<file path="src/rtl/sram_pkg.sv">
// Shared types and constants for the 16-bit asynchronous SRAM controller.
package sram_pkg;

  typedef enum logic [1:0] {
    IDLE,
    LOW,
    HIGH,
    DONE
  } state_t;

  localparam logic HALF_LOW  = 1'b0;
  localparam logic HALF_HIGH = 1'b1;

  localparam logic [31:0] DEFAULT_BASE_ADDR = 32'd1024;
  localparam int          SRAM_DW           = 16;

endpackage

</file>
<file path="src/rtl/sram_wait_counter.sv">
// 4-bit loadable phase counter; tc flags the final cycle of a half-transfer phase.
module sram_wait_counter #(
  parameter int WAIT_CYCLES = 1
) (
  input  logic       clk,
  input  logic       rst,
  input  logic       clr,
  input  logic       en,
  input  logic       load,
  input  logic [3:0] load_value,
  output logic [3:0] count,
  output logic       tc
);

  // NOTE: registered state uses non-blocking assignments so every flop samples
  // pre-edge values, independent of process ordering.
  always_ff @(posedge clk or posedge rst) begin
    if (rst) begin
      count <= 4'd0;
    end else if (clr) begin
      count <= 4'd0;
    end else if (load) begin
      count <= load_value;
    end else if (en) begin
      count <= count + 4'd1;
    end
  end

  assign tc = (count == 4'(WAIT_CYCLES));

endmodule

</file>
<file path="src/rtl/sram_controller.sv">
// MEM-stage controller moving 32-bit words to a 16-bit async SRAM as two halves.
// Optional address range check enabled by defining SRAM_ADDR_CHECK_EN.
module sram_controller
  import sram_pkg::*;
#(
  parameter int          SRAM_AW     = 18,
  parameter int          WAIT_CYCLES = 1,
  parameter logic [31:0] BASE_ADDR   = DEFAULT_BASE_ADDR
) (
  input  logic               clk,
  input  logic               rst,
  input  logic               rd_en,
  input  logic               wr_en,
  input  logic [31:0]        address,
  input  logic [31:0]        write_data,
  output logic [31:0]        read_data,
  output logic               ready,
  output logic [SRAM_AW-1:0] sram_addr,
  output logic [SRAM_DW-1:0] sram_dq_out,
  output logic               sram_dq_oe,
  input  logic [SRAM_DW-1:0] sram_dq_in,
  output logic               sram_we_n,
  output logic               sram_oe_n,
  output logic               addr_err
);

  state_t state, next_state;

  logic        req;
  logic [31:0] offset;
  logic        out_of_range;
  logic        in_phase;
  logic        cnt_clr;
  logic        tc;
  logic [3:0]  wait_count;
  logic        unused_bits;

  assign req      = rd_en | wr_en;
  assign offset   = address - BASE_ADDR;
  assign in_phase = (state == LOW) || (state == HIGH);
  // Low and high phases each restart the count, so a clear on tc suffices.
  assign cnt_clr  = (state == IDLE) || (state == DONE) || tc;

`ifdef SRAM_ADDR_CHECK_EN
  assign out_of_range = (address < BASE_ADDR) || (|offset[31:SRAM_AW+1]);
`else
  assign out_of_range = 1'b0;
`endif

  assign unused_bits = ^{offset[31:SRAM_AW+1], offset[1:0], wait_count};

  sram_wait_counter #(
    .WAIT_CYCLES(WAIT_CYCLES)
  ) u_wait_counter (
    .clk       (clk),
    .rst       (rst),
    .clr       (cnt_clr),
    .en        (1'b1),
    .load      (1'b0),
    .load_value(4'd0),
    .count     (wait_count),
    .tc        (tc)
  );

  always_ff @(posedge clk or posedge rst) begin
    if (rst) state <= IDLE;
    else     state <= next_state;
  end

  always_comb begin
    // NOTE: every output gets a default before the case so no path leaves a
    // signal unassigned, which would otherwise infer a latch.
    next_state  = state;
    sram_addr   = '0;
    sram_dq_out = '0;
    sram_dq_oe  = 1'b0;
    sram_we_n   = 1'b1;
    sram_oe_n   = 1'b1;
    addr_err    = 1'b0;

    case (state)
      IDLE: if (req) next_state = out_of_range ? DONE : LOW;
      LOW:  if (tc)  next_state = HIGH;
      HIGH: if (tc)  next_state = DONE;
      DONE: begin
        next_state = IDLE;
        addr_err   = out_of_range;
      end
    endcase

    if (in_phase) begin
      sram_addr = {offset[SRAM_AW:2], (state == HIGH) ? HALF_HIGH : HALF_LOW};
      if (wr_en) begin
        sram_dq_oe  = 1'b1;
        sram_dq_out = (state == HIGH) ? write_data[31:16] : write_data[15:0];
        sram_we_n   = tc;  // strobe released in the final cycle for hold time
      end else begin
        sram_oe_n = 1'b0;
      end
    end
  end

  assign ready = ((state == IDLE) && !req) || (state == DONE);

  // Write wins when both requests are set, so read capture requires ~wr_en.
  always_ff @(posedge clk or posedge rst) begin
    if (rst) begin
      read_data <= 32'd0;
    end else if (tc && rd_en && !wr_en) begin
      if (state == LOW)  read_data[15:0]  <= sram_dq_in;
      if (state == HIGH) read_data[31:16] <= sram_dq_in;
    end
  end

endmodule
</file>
<file path="config.mk">
export PLATFORM = sky130hd
export DESIGN_NAME = sram_controller
export DESIGN_NICKNAME = d
export VERILOG_FILES = /design/src/rtl/sram_pkg.sv /design/src/rtl/sram_wait_counter.sv /design/src/rtl/sram_controller.sv
export SDC_FILE = /design/constraint.sdc
export NUM_CORES = 1
export LEC_CHECK = 0
export ABC_AREA = 1
export ABC_CLOCK_PERIOD_IN_PS = 2150
export CORE_ASPECT_RATIO = 0.8
export CORE_MARGIN = 1
export CORE_UTILIZATION = 35
export DETAILED_ROUTE_END_ITERATION = 10
export PLACE_DENSITY = 0.83
export SKIP_CTS_REPAIR_TIMING = 1
export SLEW_MARGIN = 0
export SYNTH_ARGS = -nofsm -noshare
export SYNTH_HDL_FRONTEND = slang
export SYNTH_SLANG_ARGS = --single-unit
</file>
<file path="constraint.sdc">
create_clock -name clk -period 2.15 [get_ports clk]
set_input_delay 0.5375 -clock clk [delete_from_list [all_inputs] [get_ports clk]]
set_output_delay 0.5375 -clock clk [all_outputs]
set_load 0.02 [all_outputs]
</file>
==> metrics, run 1 <==
Non-Filler Instances between 500 and 600; max-cap violation count 0; GRT Total Usage between 20% and 30%; RSZ-0062 raised after global routing true; Setup crit end kind primary output; Hold Violations, Final 0; maximum vdd drop around 0.67 mV; Nets about 570; die area ~0.0069 mm²; critical path data required time 1610 ps; antenna viol nets, final 0; Final setup violation count 14; Die H between 70 and 80 µm; Tightest Hold Check Type reg -> reg; kind of critical path in -> out; drt total wl just under 8 mm; CTS HTree Levels 2; fmax around 450 MHz; GP Congestion ~0.81; Die Wd 92.4 µm; Vias/cell about 5.0; violations in the final reports negative setup slack; IO Pins roughly 160; Synthesized Nets roughly 410; Top FF cell, synth dfrtp_1; via count around 2800; initial antenna violation count 0; Worst-path clk slew 70 ps; minimum clock period between 2000 and 2500 ps; global-route wire length before repair 11.9 mm; vias in the first global route approximately 2600; leakage about 2.2 nW; Total Power 5.95 mW; placed insts 541; Post-Syn Area per Cell 7.28 µm²; CTS tree built; DR iter-0 viols 95; Synth Cell Area 0.00229 mm²; row count 25; part of the Yosys area used for sequential elements 41.6%; Startpoint Class primary input; Final Cycle Share 104%; r2r setup slk ~520 ps; Initial Util a little under two fifths; Post-Syn Instances about 310; worst-path fanout max 8; final worst setup slack -82.3 ps; Post-synth EDFFs 0; clock skew roughly 2.8 ps; Yosys Warn Count 0; fraction of layout cells with a size suffix above 1 27.0%; core area between 0.006 and 0.007 mm²; clock buffer depth 2; DRC 0; Skew-Pair Late Insertion Delay ~290 ps; Ant. Diodes 0; TritonCTS Buffers 5; status finished with violations; Root Buffer clkbuf_8; largest net degree at the start of global routing 39; clock sink count 38; first-pass iteration count of the detailed router 4; post-synth cell types 22; fin. max-slew vios 0; Layout area overhead 84.0%; Synth Register Bits 38; grt total ovfl 0; Post-synth ARST share 100%; I/O Buffers ~140; Arrival @ worst endpoint 1690 ps; PwrDens about 1400 mW/mm²; Routed wire per std cell approximately 14 µm; Post-DP HPWL around 5.7 mm; post-layout util between 60% and 70%
[area by class of cell]
| class | count | area (µm²) |
|---|---|---|
| clock buffer | 5 | 68.8 |
| inverter | 29 | 111 |
| fill | 508 | 1890 |
| tap | 81 | 101 |
| sequential | 38 | 952 |
| clock inverter | 3 | 40.0 |
| multi-input combinational | 228 | 1300 |
| timing repair buffer | 171 | 1630 |
[final timing paths]
check                              start        endpoint  cells past startpoint
max reg2reg                     state[0]        state[0]                      8
max in group asynchronous            rst        state[1]                      3
max                                wr_en  sram_dq_out[8]                      5
min reg2reg                read_data[16]   read_data[16]                      2
min                        read_data[16]   read_data[16]                      2
min in group asynchronous            rst   read_data[12]                      3
[critical path: stages]
cell and delay (ps):
clkdlybuf4s50_1 520, nand2_4 90, clkbuf_16 180, nor3_2 200, buf_4 170
[registers in the layout (all words and copies together), names as in the netlist]
name                  flops
state                     2
u_wait_counter.count      4
read_data                32
[logic make-up (layout without fill, tap and decap cells)]
| family | Yosys count | count (layout) | share of synthesized area [%] |
|---|---|---|---|
| buffers and inverters | 48 | 208 | 10.0 |
| AND/OR/NAND/NOR | 206 | 206 | 40.8 |
| XOR/XNOR | 1 | 1 | 0.383 |
| other | 1 | 1 | 0.164 |
| AO/OA/AOI/OAI | 12 | 12 | 2.63 |
| flip-flops | 38 | 38 | 41.6 |
| adder cells (fa/ha/maj) | 8 | 8 | 4.38 |
[through the flow]
stage	setup slack (ps)	TNS (ps)	cell area (µm²)	hold slack, ps
6_report	-82.3	-316	4210	475
5_1_grt	-134	-1690	4210	495
4_1_cts	-745	-19200	4070	479
3_3_place_gp	-694	-13930	3960	457
3_5_place_dp	-741	-14800	3960	461
2_1_floorplan	35.2	0	2350	459
[metal layers]
| layer | vias to the layer above | routed length [µm] | part of all wire (%) | global-route usage, % |
|---|---|---|---|---|
| met5 | - | 0 | 0 | 0 |
| met4 | 0 | 128 | 1.6 | 6.25 |
| met3 | 18 | 484 | 6.1 | 5.32 |
| met2 | 92 | 4090 | 52 | 39.4 |
| met1 | 1315 | 3220 | 41 | 26.4 |
| li1 | 1331 | - | - | - |
[cells in the mapped netlist (2+ instances only)]
library cell  instances  share of area (%)
buf_6                 2               0.99
or2_2                 3               0.82
nand3_1               9                2.0
nand4_1              32                8.8
dfrtp_1              38                 42
buf_2                10                2.2
ha_1                  8                4.4
buf_4                 5                1.6
o21ai_0               5                1.1
nand2_2               2               0.55
nand2_1              95                 16
a21oi_1               7                1.5
nor3_1               15                3.3
nand3_4               2                1.5
inv_1                28                4.6
clkbuf_1              2               0.33
nor2_1               46                7.6
[power by group]
part           switching (mW)  internal, mW  leakage [nW]
combinational            2.27          1.90          1.60
clock                   0.250         0.341        0.0579
sequential              0.189          1.01         0.494
total                    2.70          3.25          2.15
[cells in the final DEF (no fill, tap or decap), types with 2 or more instances in the layout]
| cell | Yosys | final |
|---|---|---|
| clkbuf_8 | 0 | 5 |
| nor3_2 | 0 | 12 |
| nor2_1 | 46 | 41 |
| ha_4 | 0 | 3 |
| nand4_1 | 32 | 32 |
| nand3_1 | 9 | 8 |
| dfrtp_1 | 38 | 37 |
| nor2_4 | 1 | 2 |
| ha_1 | 8 | 5 |
| nand3_4 | 2 | 2 |
| buf_12 | 0 | 3 |
| buf_6 | 2 | 5 |
| nand2_4 | 0 | 2 |
| nand2_1 | 95 | 91 |
| nand2_2 | 2 | 4 |
| inv_2 | 0 | 6 |
| clkdlybuf4s50_1 | 0 | 93 |
| clkinv_2 | 0 | 2 |
| dlymetal6s2s_1 | 0 | 9 |
| a21oi_1 | 7 | 4 |
| buf_4 | 5 | 46 |
| inv_1 | 28 | 22 |
| nor2_2 | 1 | 5 |
| o21ai_2 | 0 | 3 |
| clkbuf_2 | 0 | 11 |
| a21oi_2 | 0 | 3 |
| clkbuf_16 | 0 | 2 |
| nor3_4 | 0 | 3 |
| or2_2 | 3 | 3 |
Note: power is estimated with default switching activity, not from simulation.
==> run 2, diff against run 1 <==
--- a/config.mk
+++ b/config.mk
@@ -12,6 +12,7 @@
 export CORE_UTILIZATION = 35
 export DETAILED_ROUTE_END_ITERATION = 10
 export PLACE_DENSITY = 0.83
+export RECOVER_POWER = 25
 export SKIP_CTS_REPAIR_TIMING = 1
 export SLEW_MARGIN = 0
 export SYNTH_ARGS = -nofsm -noshare
==> run 2 against run 1 <==
The flow still finishes with violations (negative setup slack). Via count about the same. Clock power hardly changed. Hold slack did not move. Die area stayed put. Critical path depth is the same. Fmax is the same. Sequential share of layout area is essentially flat. Non-clock buffer count stayed put. Flip-flop and latch count unchanged. Clock skew barely moved. Sequential power is essentially flat.
==> metrics, run 2 (synthesis results as in run 1) <==
Critical path origin wr_en (unchanged); Final Cycle Share 104% (unchanged); RSZ-0062 raised after global routing true (unchanged); Layout area overhead 83.9% (was 84.0%); die area 0.00686 mm² (unchanged); vias in the first global route 2593 (unchanged); Tightest Pin Transition about 930 ps; met1 usage 26.4% (unchanged); Hold Violations, Final 0 (unchanged); GRT Total Usage 21.9% (unchanged); row count 25 (unchanged); global-route wire length before repair 11.9 mm (unchanged); final worst setup slack -82.3 ps (unchanged); minimum clock period 2230 ps (unchanged); Pint 3.25 mW (about the same); violations in the final reports negative setup slack (unchanged); Routed wire per std cell 14.3 µm (about the same); Arrival @ worst endpoint 1690 ps (about the same); Root Buffer clkbuf_8 (unchanged); Fill cells 509 (was 508); biggest regs read_data (32), u_wait_counter.count (4), state (2) (unchanged); Worst-path clk slew 70 ps (about the same); grt total ovfl 0 (unchanged); clock skew 2.84 ps (about the same); Final setup violation count 14 (unchanged); I/O Buffers 138 (unchanged); R2R Path Start state[0] (unchanged); TritonCTS Buffers 5 (unchanged); clock power share 9.9% (about the same); grt met2 use 39.4% (unchanged); placed cell areas 0.00396 mm² (unchanged); hold endpoint read_data[16] (unchanged); PwrDens 1420 mW/mm² (about the same); Setup crit end kind primary output (unchanged); met3 Usage GRT 5.32% (unchanged); IO Pins 155 (unchanged); via count 2754 (was 2756); Reg power frac 20.2% (about the same); max-cap violation count 0 (unchanged); fin. max-slew vios 0 (unchanged); most frequent cells in the layout 92 x clkdlybuf4s50_1, 91 x nand2_1, 45 x buf_4 (was 93 x clkdlybuf4s50_1, 91 x nand2_1, 46 x buf_4); max reg flops 32 (unchanged); CP max-delay cell clkdlybuf4s50_1 (unchanged); initial antenna violation count 0 (unchanged); Die H 74.3 µm (unchanged); GP Congestion 0.806 (unchanged); DR iter-0 viols 95 (unchanged); Nets 565 (unchanged); fraction of layout cells with a size suffix above 1 27.0% (unchanged); antenna viol nets, final 0 (unchanged); Tightest Hold Check Type reg -> reg (unchanged); fmax 448 MHz (unchanged); CTS tree built (unchanged); Net Sw Frac 45.4% (about the same); Post-DP HPWL 5.66 mm (unchanged); Worst Hold Launch read_data[16] (unchanged); Startpoint Class primary input (unchanged); Top reg by flops read_data (unchanged); clock sink count 38 (unchanged); first-pass iteration count of the detailed router 4 (unchanged); leakage 2.15 nW (about the same); max_slew headroom 38.2%; placed insts 541 (unchanged); power share of the combinational group 69.9% (about the same); Most Crowded Layer GR met2 (unchanged); largest net degree at the start of global routing 39 (unchanged); critical path data required time 1610 ps (about the same); DRC 0 (unchanged); status finished with violations (unchanged); Storage cell area 952 µm² (unchanged); Initial Util 37.5% (unchanged); Die Wd 92.4 µm (unchanged); clock buffer depth 2 (unchanged); CTS HTree Levels 2 (unchanged); worst stage delay on the critical path 520 ps (about the same); area of the multi-input gates 0.00130 mm² (unchanged); Non-Filler Instances 555 (unchanged); CP cell instances clkdlybuf4s50_1 > nand2_4 > clkbuf_16 > nor3_2 > buf_4 (unchanged); Hold WS 475 ps (unchanged); worst-path fanout max 8 (unchanged); drt total wl 7.91 mm (was 7.92 mm); core area 0.00610 mm² (unchanged); Design Area, Final 0.00420 mm² (was 0.00421 mm²); Vias/cell 4.96 (was 4.97); leading cell type in the layout, fill and taps excluded clkdlybuf4s50_1 (unchanged); Skew-Pair Late Insertion Delay 290 ps (about the same); worst-case reg-to-reg path depth 8 (unchanged); maximum vdd drop 0.667 mV (unchanged); kind of critical path in -> out (unchanged); Ant. Diodes 0 (unchanged); Sw Pwr 2.70 mW (about the same); Total Power 5.95 mW (about the same); hold depth 2 (unchanged); r2r setup slk 520 ps (about the same); FF-to-FF End state[0] (unchanged)
## run 2: worst max-delay path by stage
stage	endpoint	slack [ps]	cells after the start
5_1_grt	sram_dq_out[5]	-130	6
6_report	sram_dq_out[8]	-80	5
3_5_place_dp	sram_addr[11]	-740	6
4_1_cts	sram_addr[11]	-740	6
2_1_floorplan	sram_dq_out[10]	40	6
3_3_place_gp	sram_addr[11]	-690	6
## run 2: layout make-up
type / instances / area share (%)
Inverter: 29 / 2.65
Clock inverter: 3 / 0.952
Tap cell: 81 / 2.41
Timing Repair Buffer: 171 / 38.7
Sequential cell: 38 / 22.6
Multi-Input combinational cell: 228 / 31.0
Clock buffer: 5 / 1.64
## run 2: layer usage
metal,share of wire (%),vias to the layer above
met3,6.1,18
met1,41,1313
met5,0,-
met2,52,92
li1,-,1331
met4,1.6,0
## run 2: power groups by stage
| stage | sequential (mW) | combinational, mW | clock, mW |
|---|---|---|---|
| finish | 1.20 | 4.16 | 0.591 |
| global route | 1.24 | 4.48 | 0.634 |
| CTS | 1.19 | 3.88 | 0.604 |
| detailed placement | 1.19 | 3.88 | 0 |
| global placement | 1.19 | 3.81 | 0 |
| floorplan | 1.50 | 1.69 | 0 |
## run 2: through the flow
stage	worst slack [ps]	TNS, ps	utilization, %
2_1_floorplan	35.2	0	-
3_3_place_gp	-694	-13930	64.9
3_5_place_dp	-741	-14800	64.9
4_1_cts	-745	-19200	66.7
5_1_grt	-134	-1690	68.9
6_report	-82.3	-316	68.9
## run 2: critical path, delay by kind of cell
family / cells / cell delay (ps)
AND/OR/NAND/NOR: 2 / 290
buffers and inverters: 3 / 870
==> run 3, diff against run 2 <==
--- a/config.mk
+++ b/config.mk
@@ -11,7 +11,7 @@
 export CORE_MARGIN = 1
 export CORE_UTILIZATION = 35
 export DETAILED_ROUTE_END_ITERATION = 10
-export PLACE_DENSITY = 0.83
+export PLACE_DENSITY_LB_ADDON = 0.25
 export RECOVER_POWER = 25
 export SKIP_CTS_REPAIR_TIMING = 1
 export SLEW_MARGIN = 0
==> run 3 against run 2 <==
The flow still finishes with violations (negative setup slack). Setup slack improved by 76 ps. First-iteration DRC count down 24%. Flip-flop and latch count unchanged. Clock power increased by 26%. Via count decreased by 4.0%. Sequential power barely moved. Count of clock-buffer cells in the layout is 1 higher. Routed wire length shrank 11%. Clock skew rose by 2.5 ps. Critical path depth increased by 2. Utilization decreased by 0.72 points. Fmax up 3.5%. Critical path type is now reg -> out. Critical endpoint is now sram_dq_out[15]. Largest cell class unchanged. Largest power group unchanged.
==> metrics, run 3 (synthesis results as in run 1) <==
Storage cell area 951 µm² (was 952 µm²); vias in the first global route 2362 (was 2593); max-cap violation count 0 (unchanged); clock buffer depth 2 (unchanged); most frequent cells in the layout 94 x nand2_1, 90 x clkdlybuf4s50_1, 41 x nor2_1 (was 92 x clkdlybuf4s50_1, 91 x nand2_1, 45 x buf_4); GRT Total Usage 19.1% (was 21.9%); Fill cells 533 (was 509); Final Cycle Share 100% (was 104%); RSZ-0062 raised after global routing true (unchanged); Initial Util 37.5% (unchanged); row count 25 (unchanged); DRC 0 (unchanged); Total Power 5.83 mW (was 5.95 mW); via count 2643 (was 2754); grt total ovfl 0 (unchanged); placed cell areas 0.00392 mm² (was 0.00396 mm²); CP max-delay cell dfrtp_1 (was clkdlybuf4s50_1); Layout area overhead 82.0% (was 83.9%); post-layout util 68.2% (was 68.9%); initial antenna violation count 0 (unchanged); Tightest Pin Transition 912 ps (was 927 ps); biggest regs read_data (32), u_wait_counter.count (4), state (2) (unchanged); PwrDens 1400 mW/mm² (was 1420 mW/mm²); most frequent CP cell buf_6; met2 wire len 3.50 mm (was 4.08 mm); Design Area, Final 0.00416 mm² (was 0.00420 mm²); CP cell instances buf_4 > ha_2 > inv_2 > buf_6 > nor2_2 > nor3_4 > buf_6 (was clkdlybuf4s50_1 > nand2_4 > clkbuf_16 > nor3_2 > buf_4); pre-CTS WS -779 ps (was -741 ps); met3 WL post-DR 574 µm (was 484 µm); final worst setup slack -6.40 ps (was -82.3 ps); Vias/cell 4.81 (was 4.96); maximum vdd drop 0.702 mV (was 0.667 mV); leading cell type in the layout, fill and taps excluded nand2_1 (was clkdlybuf4s50_1); antenna viol nets, final 0 (unchanged); CTS tree built (unchanged); Die Wd 92.4 µm (unchanged); Top reg by flops read_data (unchanged); Setup crit end kind primary output (unchanged); fin. max-slew vios 0 (unchanged); IO Pins 155 (unchanged); first-pass iteration count of the detailed router 4 (unchanged); Root Buffer clkbuf_8 (unchanged); placed insts 537 (was 541); violations in the final reports negative setup slack (unchanged); setup TNS -6.40 ps (was -316 ps); worst-path fanout max 8 (unchanged); max_slew headroom 39.2% (was 38.2%); Max Used Layer met3 (was met4); I/O Buffers 138 (unchanged); minimum clock period 2160 ps (was 2230 ps); Ant. Diodes 0 (unchanged); Nets 559 (was 565); kind of critical path reg -> out (was in -> out); drt total wl 7.05 mm (was 7.91 mm); DR iter-0 viols 72 (was 95); Hold Violations, Final 0 (unchanged); Arrival @ worst endpoint 1620 ps (was 1690 ps); clock sink count 38 (unchanged); critical path data required time 1610 ps (about the same); global-route wire length before repair 10.6 mm (was 11.9 mm); worst stage delay on the critical path 390 ps (was 520 ps); Final setup violation count 1 (was 14); Skew-Pair Late Insertion Delay 290 ps (about the same); die area 0.00686 mm² (unchanged); CTS HTree Levels 2 (unchanged); Non-Filler Instances 549 (was 555); critical path's top delay family buffers and inverters (unchanged); largest net degree at the start of global routing 39 (unchanged); Hold WS 473 ps (was 475 ps); clock skew 5.33 ps (was 2.84 ps); Met1 Wirelength 2.97 mm (was 3.21 mm); fraction of layout cells with a size suffix above 1 24.1% (was 27.0%); area of the multi-input gates 0.00127 mm² (was 0.00130 mm²); core area 0.00610 mm² (unchanged); Die H 74.3 µm (unchanged); leakage 2.19 nW (was 2.15 nW); Post-DP HPWL 5.10 mm (was 5.66 mm); Tightest Hold Check Type reg -> reg (unchanged); Startpoint Class flip-flop (was primary input); TritonCTS Buffers 5 (unchanged); GP Congestion 0.808 (was 0.806); Routed wire per std cell 12.8 µm (was 14.3 µm); status finished with violations (unchanged); CP bufs+invs 4 (was 3); Worst-path clk slew 70 ps (about the same); fmax 464 MHz (was 448 MHz); max reg flops 32 (unchanged)
run 3: worst reg2reg max path: stages (launching register included):
cell	delay, ps
dfrtp_1	390
buf_4	150
ha_2	200
buf_4	220
o21ai_0	290
nand2_1	110
nand2_1	70
nand2_1	50
run 3: layout make-up:
cell class                 count  area share (%)
multi-input combinational    228            30.5
sequential                    38            22.9
clock inverter                 2            1.44
clock buffer                   6            1.98
inverter                      29            2.68
tap                           81            2.44
timing repair buffer         165            38.1
run 3: final timing paths:
path,endpoint,depth (start not counted),slack [ps],startpoint
worst max-delay path,sram_dq_out[15],7,-6,state[1]
worst min register to register,read_data[5],2,470,read_data[5]
worst min-delay path,read_data[5],2,470,read_data[5]
max in group asynchronous,read_data[7],3,620,rst
min in group asynchronous,read_data[27],3,950,rst
worst max register to register,state[1],7,570,state[1]
run 3: per-layer routing:
| layer | vias up | global-route usage, % |
|---|---|---|
| met5 | - | 0 |
| li1 | 1320 | - |
| met3 | 0 | 5.62 |
| met4 | 0 | 3.65 |
| met1 | 1220 | 24.7 |
| met2 | 103 | 32.5 |
run 3: where the power goes:
part / switching, mW / internal [mW]
clock network: 0.252 / 0.495
logic: 2.16 / 1.75
registers: 0.168 / 1.01
